--- src/rtl/ucom_pkg.sv ---
// Shared constants for the multi-channel interval timer and the core that drives it.
package ucom_pkg;

    localparam int PRE_W_DEF = 6;
    localparam int CNT_W_DEF = 6;

    // Opcode shared with the core decoder so both sides agree on the STM encoding.
    localparam logic [7:0] OP_STM = 8'h57;

    typedef enum logic {
        MODE_ONESHOT = 1'b0,
        MODE_AUTO    = 1'b1
    } mode_e;

    function automatic int ch_width(input int n);
        return (n > 1) ? $clog2(n) : 1;
    endfunction

endpackage

--- src/rtl/ucom_multi_timer_if.sv ---
// Core-side strobe/readback bundle for ucom_multi_timer.
interface ucom_multi_timer_if #(
    parameter int NCH   = 2,
    parameter int CNT_W = 6,
    parameter int CH_W  = 1
) ();
    logic             en;
    logic             ld;
    logic [CH_W-1:0]  ld_ch;
    logic [CNT_W-1:0] ld_val;
    logic             ld_auto;
    logic             stop;
    logic [CH_W-1:0]  stop_ch;
    logic             clr;
    logic [CH_W-1:0]  clr_ch;
    logic [NCH-1:0]   ien;
    logic [CH_W-1:0]  rd_ch;
    logic [CNT_W-1:0] rd_cnt;
    logic [NCH-1:0]   flag;
    logic [NCH-1:0]   run;
    logic             irq;

    modport master (
        output en, ld, ld_ch, ld_val, ld_auto, stop, stop_ch, clr, clr_ch, ien, rd_ch,
        input  rd_cnt, flag, run, irq
    );

    modport slave (
        input  en, ld, ld_ch, ld_val, ld_auto, stop, stop_ch, clr, clr_ch, ien, rd_ch,
        output rd_cnt, flag, run, irq
    );
endinterface

--- src/rtl/ucom_timer_ch.sv ---
// One timer channel: prescaler, down-counter, one-shot/auto-reload, sticky flag.
module ucom_timer_ch
    import ucom_pkg::*;
#(
    parameter int PRE_W = PRE_W_DEF,
    parameter int CNT_W = CNT_W_DEF
) (
    input  logic             clk,
    input  logic             reset,
    input  logic             en,
    input  logic             ld,
    input  logic [CNT_W-1:0] ld_val,
    input  logic             ld_auto,
    input  logic             stop,
    input  logic             clr,
    output logic [CNT_W-1:0] cnt,
    output logic             flag,
    output logic             run
);

    logic [PRE_W-1:0] pre, pre_n;
    logic [CNT_W-1:0] reload, reload_n, cnt_n;
    mode_e            mode, mode_n;
    logic             run_n, flag_n, expire;

    always_comb begin
        pre_n    = pre;
        cnt_n    = cnt;
        reload_n = reload;
        mode_n   = mode;
        run_n    = run;
        flag_n   = flag;
        expire   = 1'b0;
        if (en) begin
            if (ld) begin
                pre_n    = '0;
                cnt_n    = ld_val;
                reload_n = ld_val;
                mode_n   = ld_auto ? MODE_AUTO : MODE_ONESHOT;
                run_n    = 1'b1;
            end else if (run) begin
                expire = (&pre) && (cnt == '0);
                // A stop freezes pre/cnt but an expiry on the same tick still sets the flag.
                if (stop) begin
                    run_n = 1'b0;
                end else begin
                    pre_n = pre + PRE_W'(1);
                    if (&pre) begin
                        if (cnt != '0) begin
                            cnt_n = cnt - CNT_W'(1);
                        end else if (mode == MODE_AUTO) begin
                            cnt_n = reload;
                        end else begin
                            run_n = 1'b0;
                            pre_n = '0;
                        end
                    end
                end
            end
            if (expire)   flag_n = 1'b1;
            else if (clr) flag_n = 1'b0;
        end
    end

    always_ff @(posedge clk) begin
        if (reset) begin
            pre    <= '0;
            cnt    <= '0;
            reload <= '0;
            mode   <= MODE_ONESHOT;
            run    <= 1'b0;
            flag   <= 1'b0;
        end else begin
            pre    <= pre_n;
            cnt    <= cnt_n;
            reload <= reload_n;
            mode   <= mode_n;
            run    <= run_n;
            flag   <= flag_n;
        end
    end

endmodule

--- src/rtl/ucom_multi_timer.sv ---
// NCH-channel interval timer: strobe decode, count readback mux and registered irq.
module ucom_multi_timer
    import ucom_pkg::*;
#(
    parameter int NCH   = 2,
    parameter int PRE_W = PRE_W_DEF,
    parameter int CNT_W = CNT_W_DEF,
    parameter int CH_W  = ch_width(NCH)
) (
    input logic               clk,
    input logic               reset,
    ucom_multi_timer_if.slave bus
);

    logic [CNT_W-1:0] cnt_all [NCH];
    logic [NCH-1:0]   flag_v;
    logic [NCH-1:0]   run_v;
    logic [CNT_W-1:0] rd_mux;
    logic             irq_q;

    // Out-of-range channel indices never match any instance and are dropped here.
    for (genvar k = 0; k < NCH; k++) begin : g_ch
        ucom_timer_ch #(
            .PRE_W (PRE_W),
            .CNT_W (CNT_W)
        ) u_ch (
            .clk     (clk),
            .reset   (reset),
            .en      (bus.en),
            .ld      (bus.ld   && (bus.ld_ch   == CH_W'(k))),
            .ld_val  (bus.ld_val),
            .ld_auto (bus.ld_auto),
            .stop    (bus.stop && (bus.stop_ch == CH_W'(k))),
            .clr     (bus.clr  && (bus.clr_ch  == CH_W'(k))),
            .cnt     (cnt_all[k]),
            .flag    (flag_v[k]),
            .run     (run_v[k])
        );
    end

    always_comb begin
        rd_mux = '0;
        for (int unsigned i = 0; i < NCH; i++) begin
            if (bus.rd_ch == CH_W'(i)) rd_mux = cnt_all[i];
        end
    end

    always_ff @(posedge clk) begin
        if (reset) irq_q <= 1'b0;
        else       irq_q <= |(flag_v & bus.ien);
    end

    assign bus.rd_cnt = rd_mux;
    assign bus.flag   = flag_v;
    assign bus.run    = run_v;
    assign bus.irq    = irq_q;

endmodule

--- src/flat_wrapper.sv ---
// flat-port wrapper written by rule: the top's interface ports become plain ports
module ucom_multi_timer_flat import ucom_pkg::*;
#(
    parameter int NCH   = 2,
    parameter int PRE_W = PRE_W_DEF,
    parameter int CNT_W = CNT_W_DEF,
    parameter int CH_W  = ch_width(NCH)
)
  (clk, reset, bus_en, bus_ld, bus_ld_ch, bus_ld_val, bus_ld_auto, bus_stop, bus_stop_ch, bus_clr, bus_clr_ch, bus_ien, bus_rd_ch, bus_rd_cnt, bus_flag, bus_run, bus_irq);
  ucom_multi_timer_if #(.NCH(NCH), .CNT_W(CNT_W), .CH_W(CH_W)) bus_i ();
  input logic clk;
  input logic reset;
  input wire logic [$bits(bus_i.en)-1:0] bus_en;
  input wire logic [$bits(bus_i.ld)-1:0] bus_ld;
  input wire logic [$bits(bus_i.ld_ch)-1:0] bus_ld_ch;
  input wire logic [$bits(bus_i.ld_val)-1:0] bus_ld_val;
  input wire logic [$bits(bus_i.ld_auto)-1:0] bus_ld_auto;
  input wire logic [$bits(bus_i.stop)-1:0] bus_stop;
  input wire logic [$bits(bus_i.stop_ch)-1:0] bus_stop_ch;
  input wire logic [$bits(bus_i.clr)-1:0] bus_clr;
  input wire logic [$bits(bus_i.clr_ch)-1:0] bus_clr_ch;
  input wire logic [$bits(bus_i.ien)-1:0] bus_ien;
  input wire logic [$bits(bus_i.rd_ch)-1:0] bus_rd_ch;
  output wire logic [$bits(bus_i.rd_cnt)-1:0] bus_rd_cnt;
  output wire logic [$bits(bus_i.flag)-1:0] bus_flag;
  output wire logic [$bits(bus_i.run)-1:0] bus_run;
  output wire logic [$bits(bus_i.irq)-1:0] bus_irq;
  assign bus_i.en = bus_en;
  assign bus_i.ld = bus_ld;
  assign bus_i.ld_ch = bus_ld_ch;
  assign bus_i.ld_val = bus_ld_val;
  assign bus_i.ld_auto = bus_ld_auto;
  assign bus_i.stop = bus_stop;
  assign bus_i.stop_ch = bus_stop_ch;
  assign bus_i.clr = bus_clr;
  assign bus_i.clr_ch = bus_clr_ch;
  assign bus_i.ien = bus_ien;
  assign bus_i.rd_ch = bus_rd_ch;
  assign bus_rd_cnt = bus_i.rd_cnt;
  assign bus_flag = bus_i.flag;
  assign bus_run = bus_i.run;
  assign bus_irq = bus_i.irq;
  ucom_multi_timer #(.NCH(NCH), .PRE_W(PRE_W), .CNT_W(CNT_W), .CH_W(CH_W)) u_core (.clk(clk), .reset(reset), .bus(bus_i));
endmodule
--- config.mk ---
export PLATFORM = sky130hd
export DESIGN_NAME = ucom_multi_timer_flat
export DESIGN_NICKNAME = d
export VERILOG_FILES = /design/src/rtl/ucom_pkg.sv /design/src/rtl/ucom_multi_timer_if.sv /design/src/rtl/ucom_timer_ch.sv /design/src/rtl/ucom_multi_timer.sv /design/src/flat_wrapper.sv
export SDC_FILE = /design/constraint.sdc
export NUM_CORES = 1
export LEC_CHECK = 0
export CAP_MARGIN = 30
export CORE_UTILIZATION = 30
export CTS_CLUSTER_SIZE = 12
export DETAILED_ROUTE_END_ITERATION = 10
export HOLD_SLACK_MARGIN = 0.15
export SETUP_SLACK_MARGIN = 0.2
export SYNTH_ARGS = -nofsm -noshare
export SYNTH_HDL_FRONTEND = slang
export SYNTH_HIERARCHICAL = 1
export SYNTH_SLANG_ARGS = --single-unit
--- constraint.sdc ---
create_clock -name clk -period 2.3 [get_ports clk]
set_input_delay 0.345 -clock clk [delete_from_list [all_inputs] [get_ports clk]]
set_output_delay 0.345 -clock clk [all_outputs]
set_load 0.05 [all_outputs]
==> summary.md <==
The run finished with clean final reports. Measured in cells, the most critical reg-to-reg path has a length of 6. Across the run, the number of max-cap violations was 0.

The critical path goes through inv_1 > ha_1 > nor3b_4 > and2_1 > a31oi_1 > a311oi_1. The reported leakage power was 1.09 nW. TritonCTS built the clock tree. The first detailed-routing pass took 5 iterations.

The cell area after layout is 3080 um^2, and the peak per-stage delay on the critical path is 460 ps. The tools report the number of I/O pins as 30. The initial DRC count was 177; the synthesized area was 2470 um^2. The shortest period the worst path allows was 1980 ps; the post-detailed-route count of antenna-violating nets was 0. The via density per instance came out at 5.45. Timing would allow up to 506 MHz.

Type of element capturing the critical path: a flip-flop. Counting tap cells, the placed design contains a total of 442 instances. The pre-CTS setup slack was 150 ps; the die width was 92.7 um. The count of buffers added on input and output ports is 29. IR analysis of the VDD net gives a maximum drop of 287 uV.

In this run the power density over the cells is 533 nW/um^2. Sequential elements use 34.9% of the synthesized area. The routed wire length was 6820 um; the number of enable flip-flop cells after synthesis was 0.

STA puts the critical path data required time at 2510 ps. The post-DP HPWL is 5040 um. For the total count of max-transition violations in the final report, the log shows 0.

The path class of the tightest hold or removal check is reg -> reg. Across the routed clock network, the largest skew measured is 5.65 ps. The number of DRC violations after detailed routing is 0, and the period utilization is 86.0%. The number of global-route vias before repair is 2,297. Total negative slack for setup checks: 0 ps. The most used flip-flop cell after synthesis was dfxtp_1.

The clock passes through at most 2 buffers. In the synthesized netlist the async set-or-reset flop fraction comes to 0%. The tools report the antenna cell count as 0. The highest net fanout along the worst path is 9, and the clock sink count is 43.

Compared with the post-synthesis result, the final layout area differs by 24.7%. Clock latency on the worst-skew pair: 300 ps. After the last flow step, the layout net total stands at 371. The number of synthesized register bits came out at 43.

The wire length of the first global-routing pass was 11,400 um. The clock tree root buffer cell is clkbuf_8. The run gives 0 as the hold violation count in the final report.

The cell row count was 32. Hold path depth: 2. The worst slew margin relative to its limit was 60.5%. Setup repair after global routing left no endpoint under its margin. The initial utilization of the core area, before any placement, comes to 31.5%. The share of final-layout standard cells stronger than drive strength 1 is 14.6%, and the floorplan core area is 7850 um^2. For the largest net degree at the start of global routing, the log shows 20.

Number of antenna violations at the first check in global routing: 0. For this run, the number of standard cells in the final layout without fillers is 451. The run gives 39 as the unique cell type count in the Yosys netlist. Setup violations remaining at the end of the flow were counted as 0.

The number of buffers created by CTS came out at 5. By startpoint and endpoint, the worst setup path is classified as reg -> reg. For the pin with the worst max-slew slack, the measured transition is 591 ps. The worst setup path is launched from a flip-flop.

Dividing the detail-routed wire length by the instance count gives 15.1 um. The completed layout was analyzed and its total power is 0.00164 W. After layout, the worst setup slack is 322 ps.

The logs give 2940 um^2 for the cell area after placement and 0 for the global-route congestion overflow total. In the global route stage, overall resource usage came out at 16.6%. The register clock-pin slew on the reported worst setup and hold paths was 90 ps.

The slowest stage of the critical path is the nor3b_4 cell. The H-tree generated during clock tree synthesis spans 2 levels. The tools report the final estimated routing congestion in global placement as 0.837. For the worst setup path, the data arrival time is 2190 ps.

The cell count after synthesis came out at 304. The per-instance average area after synthesis came out at 8.12 um^2. For the total number of vias, the log shows 2,460. The number of nets handed over by synthesis was 327.

The die is 92.7 um tall. For this run, the number of Yosys warnings is 6. The die covers 8600 um^2.
## cells in the mapped netlist, drive strengths merged, types with 3 or more instances
library cell / count / area (um^2)
mux2: 6 / 90.1
dfxtp: 43 / 861
a41oi: 4 / 35.0
a221oi: 4 / 60.1
a21oi: 40 / 200
o21ai: 10 / 50.1
a211oi: 8 / 60.1
buf: 3 / 33.8
a31oi: 4 / 25.0
nand2: 44 / 165
o211ai: 8 / 60.1
nand4: 4 / 25.0
clkbuf: 8 / 30.0
and2: 9 / 61.3
nor3: 4 / 20.0
ha: 4 / 50.1
xnor2: 4 / 35.0
inv: 18 / 67.6
nand3: 10 / 50.1
nor2b: 7 / 43.8
nor2: 23 / 86.3
nand2b: 4 / 25.0
a311oi: 8 / 95.1
## cells by family after synthesis
logic type / Yosys count / share of synthesized area, %
AO/OA/AOI/OAI: 99 / 28.2
multiplexers: 8 / 4.46
buffers and inverters: 29 / 5.32
flip-flops: 43 / 34.9
XOR/XNOR: 4 / 1.42
adder cells (fa/ha/maj): 4 / 2.03
AND/OR/NAND/NOR: 117 / 23.8
## power by group
group | switching, W | leakage [nW] | internal [W] | total (W)
logic | 0.000138 | 0.678 | 0.000105 | 0.000243
clock network | 0.000277 | 0.0612 | 0.000352 | 0.000629
registers | 0.0000135 | 0.348 | 0.000757 | 0.000771
## state kept, by name, summed over array words and instances, names as in the netlist
signal and flops:
u_core/bus.irq 1, u_core/g_ch.u_ch/cnt 12, u_core/g_ch.u_ch/flag 2, u_core/g_ch.u_ch/mode 2, u_core/g_ch.u_ch/pre 12, u_core/g_ch.u_ch/reload 12
u_core/g_ch.u_ch/run 2
## stage by stage
step           utilization [%]  hold WS, ps
5_1_grt                   39.3          478
2_1_floorplan                -          417
6_report                  39.3          458
4_1_cts                   39.0          460
3_3_place_gp              37.5          442
3_5_place_dp              37.5          447
## per-layer routing
metal,track usage [%],routed length [um],up-vias
li1,-,-,1210
met1,23.1,3340,1176
met2,25.4,3040,67
met3,2.96,353,7
met4,6.54,95,0
met5,0,0,-
## placed cells by master (no fill, tap or decap), drive strengths merged, types with 4 or more instances in the layout
master,count
and2,9
o211ai,8
a211oi,8
clkbuf,6
xnor2,4
a221oi,4
a311oi,8
nand2b,4
a41oi,4
buf,25
nand4,4
nor2,23
ha,4
nor2b,7
inv,18
nor3,4
a21oi,40
o21ai,10
a31oi,4
nand3,10
nand2,44
mux2,6
dfxtp,43
clkdlybuf4s50,23
## worst max-delay path, delay by kind of cell (launching register included)
kind | cells | cell delay, ps
compound gates | 2 | 410
buf+inv | 1 | 100
flops | 1 | 380
simple gates | 2 | 800
fa+ha+maj | 1 | 210
## cell type report
class	count	area, um^2
Clock buffer	6	82.6
Clock inverter	2	35.0
Fill cell	828	4770
Inverter	18	67.6
Multi-Input combinational cell	232	1490
Sequential cell	43	861
Tap cell	102	128
Timing Repair Buffer	48	418
## path summary, 6_finish.rpt
kind / from / end / slack (ps)
worst max-delay path: u_core/g_ch[1].u_ch/cnt[0] / u_core/g_ch[1].u_ch/cnt[1] / 320
worst min-delay path: u_core/g_ch[1].u_ch/reload[3] / u_core/g_ch[1].u_ch/reload[3] / 460
worst max register to register: u_core/g_ch[1].u_ch/cnt[0] / u_core/g_ch[1].u_ch/cnt[1] / 320
worst min register to register: u_core/g_ch[1].u_ch/reload[3] / u_core/g_ch[1].u_ch/reload[3] / 460
## timing repair
action	4_1_cts	5_1_grt
endpoints found under the hold margin	0	0
gates resized for setup	0	1
setup buffers	0	1
endpoints found under the setup margin	0	6
hold buffers	0	0
Power figures use the tool's default switching activity.
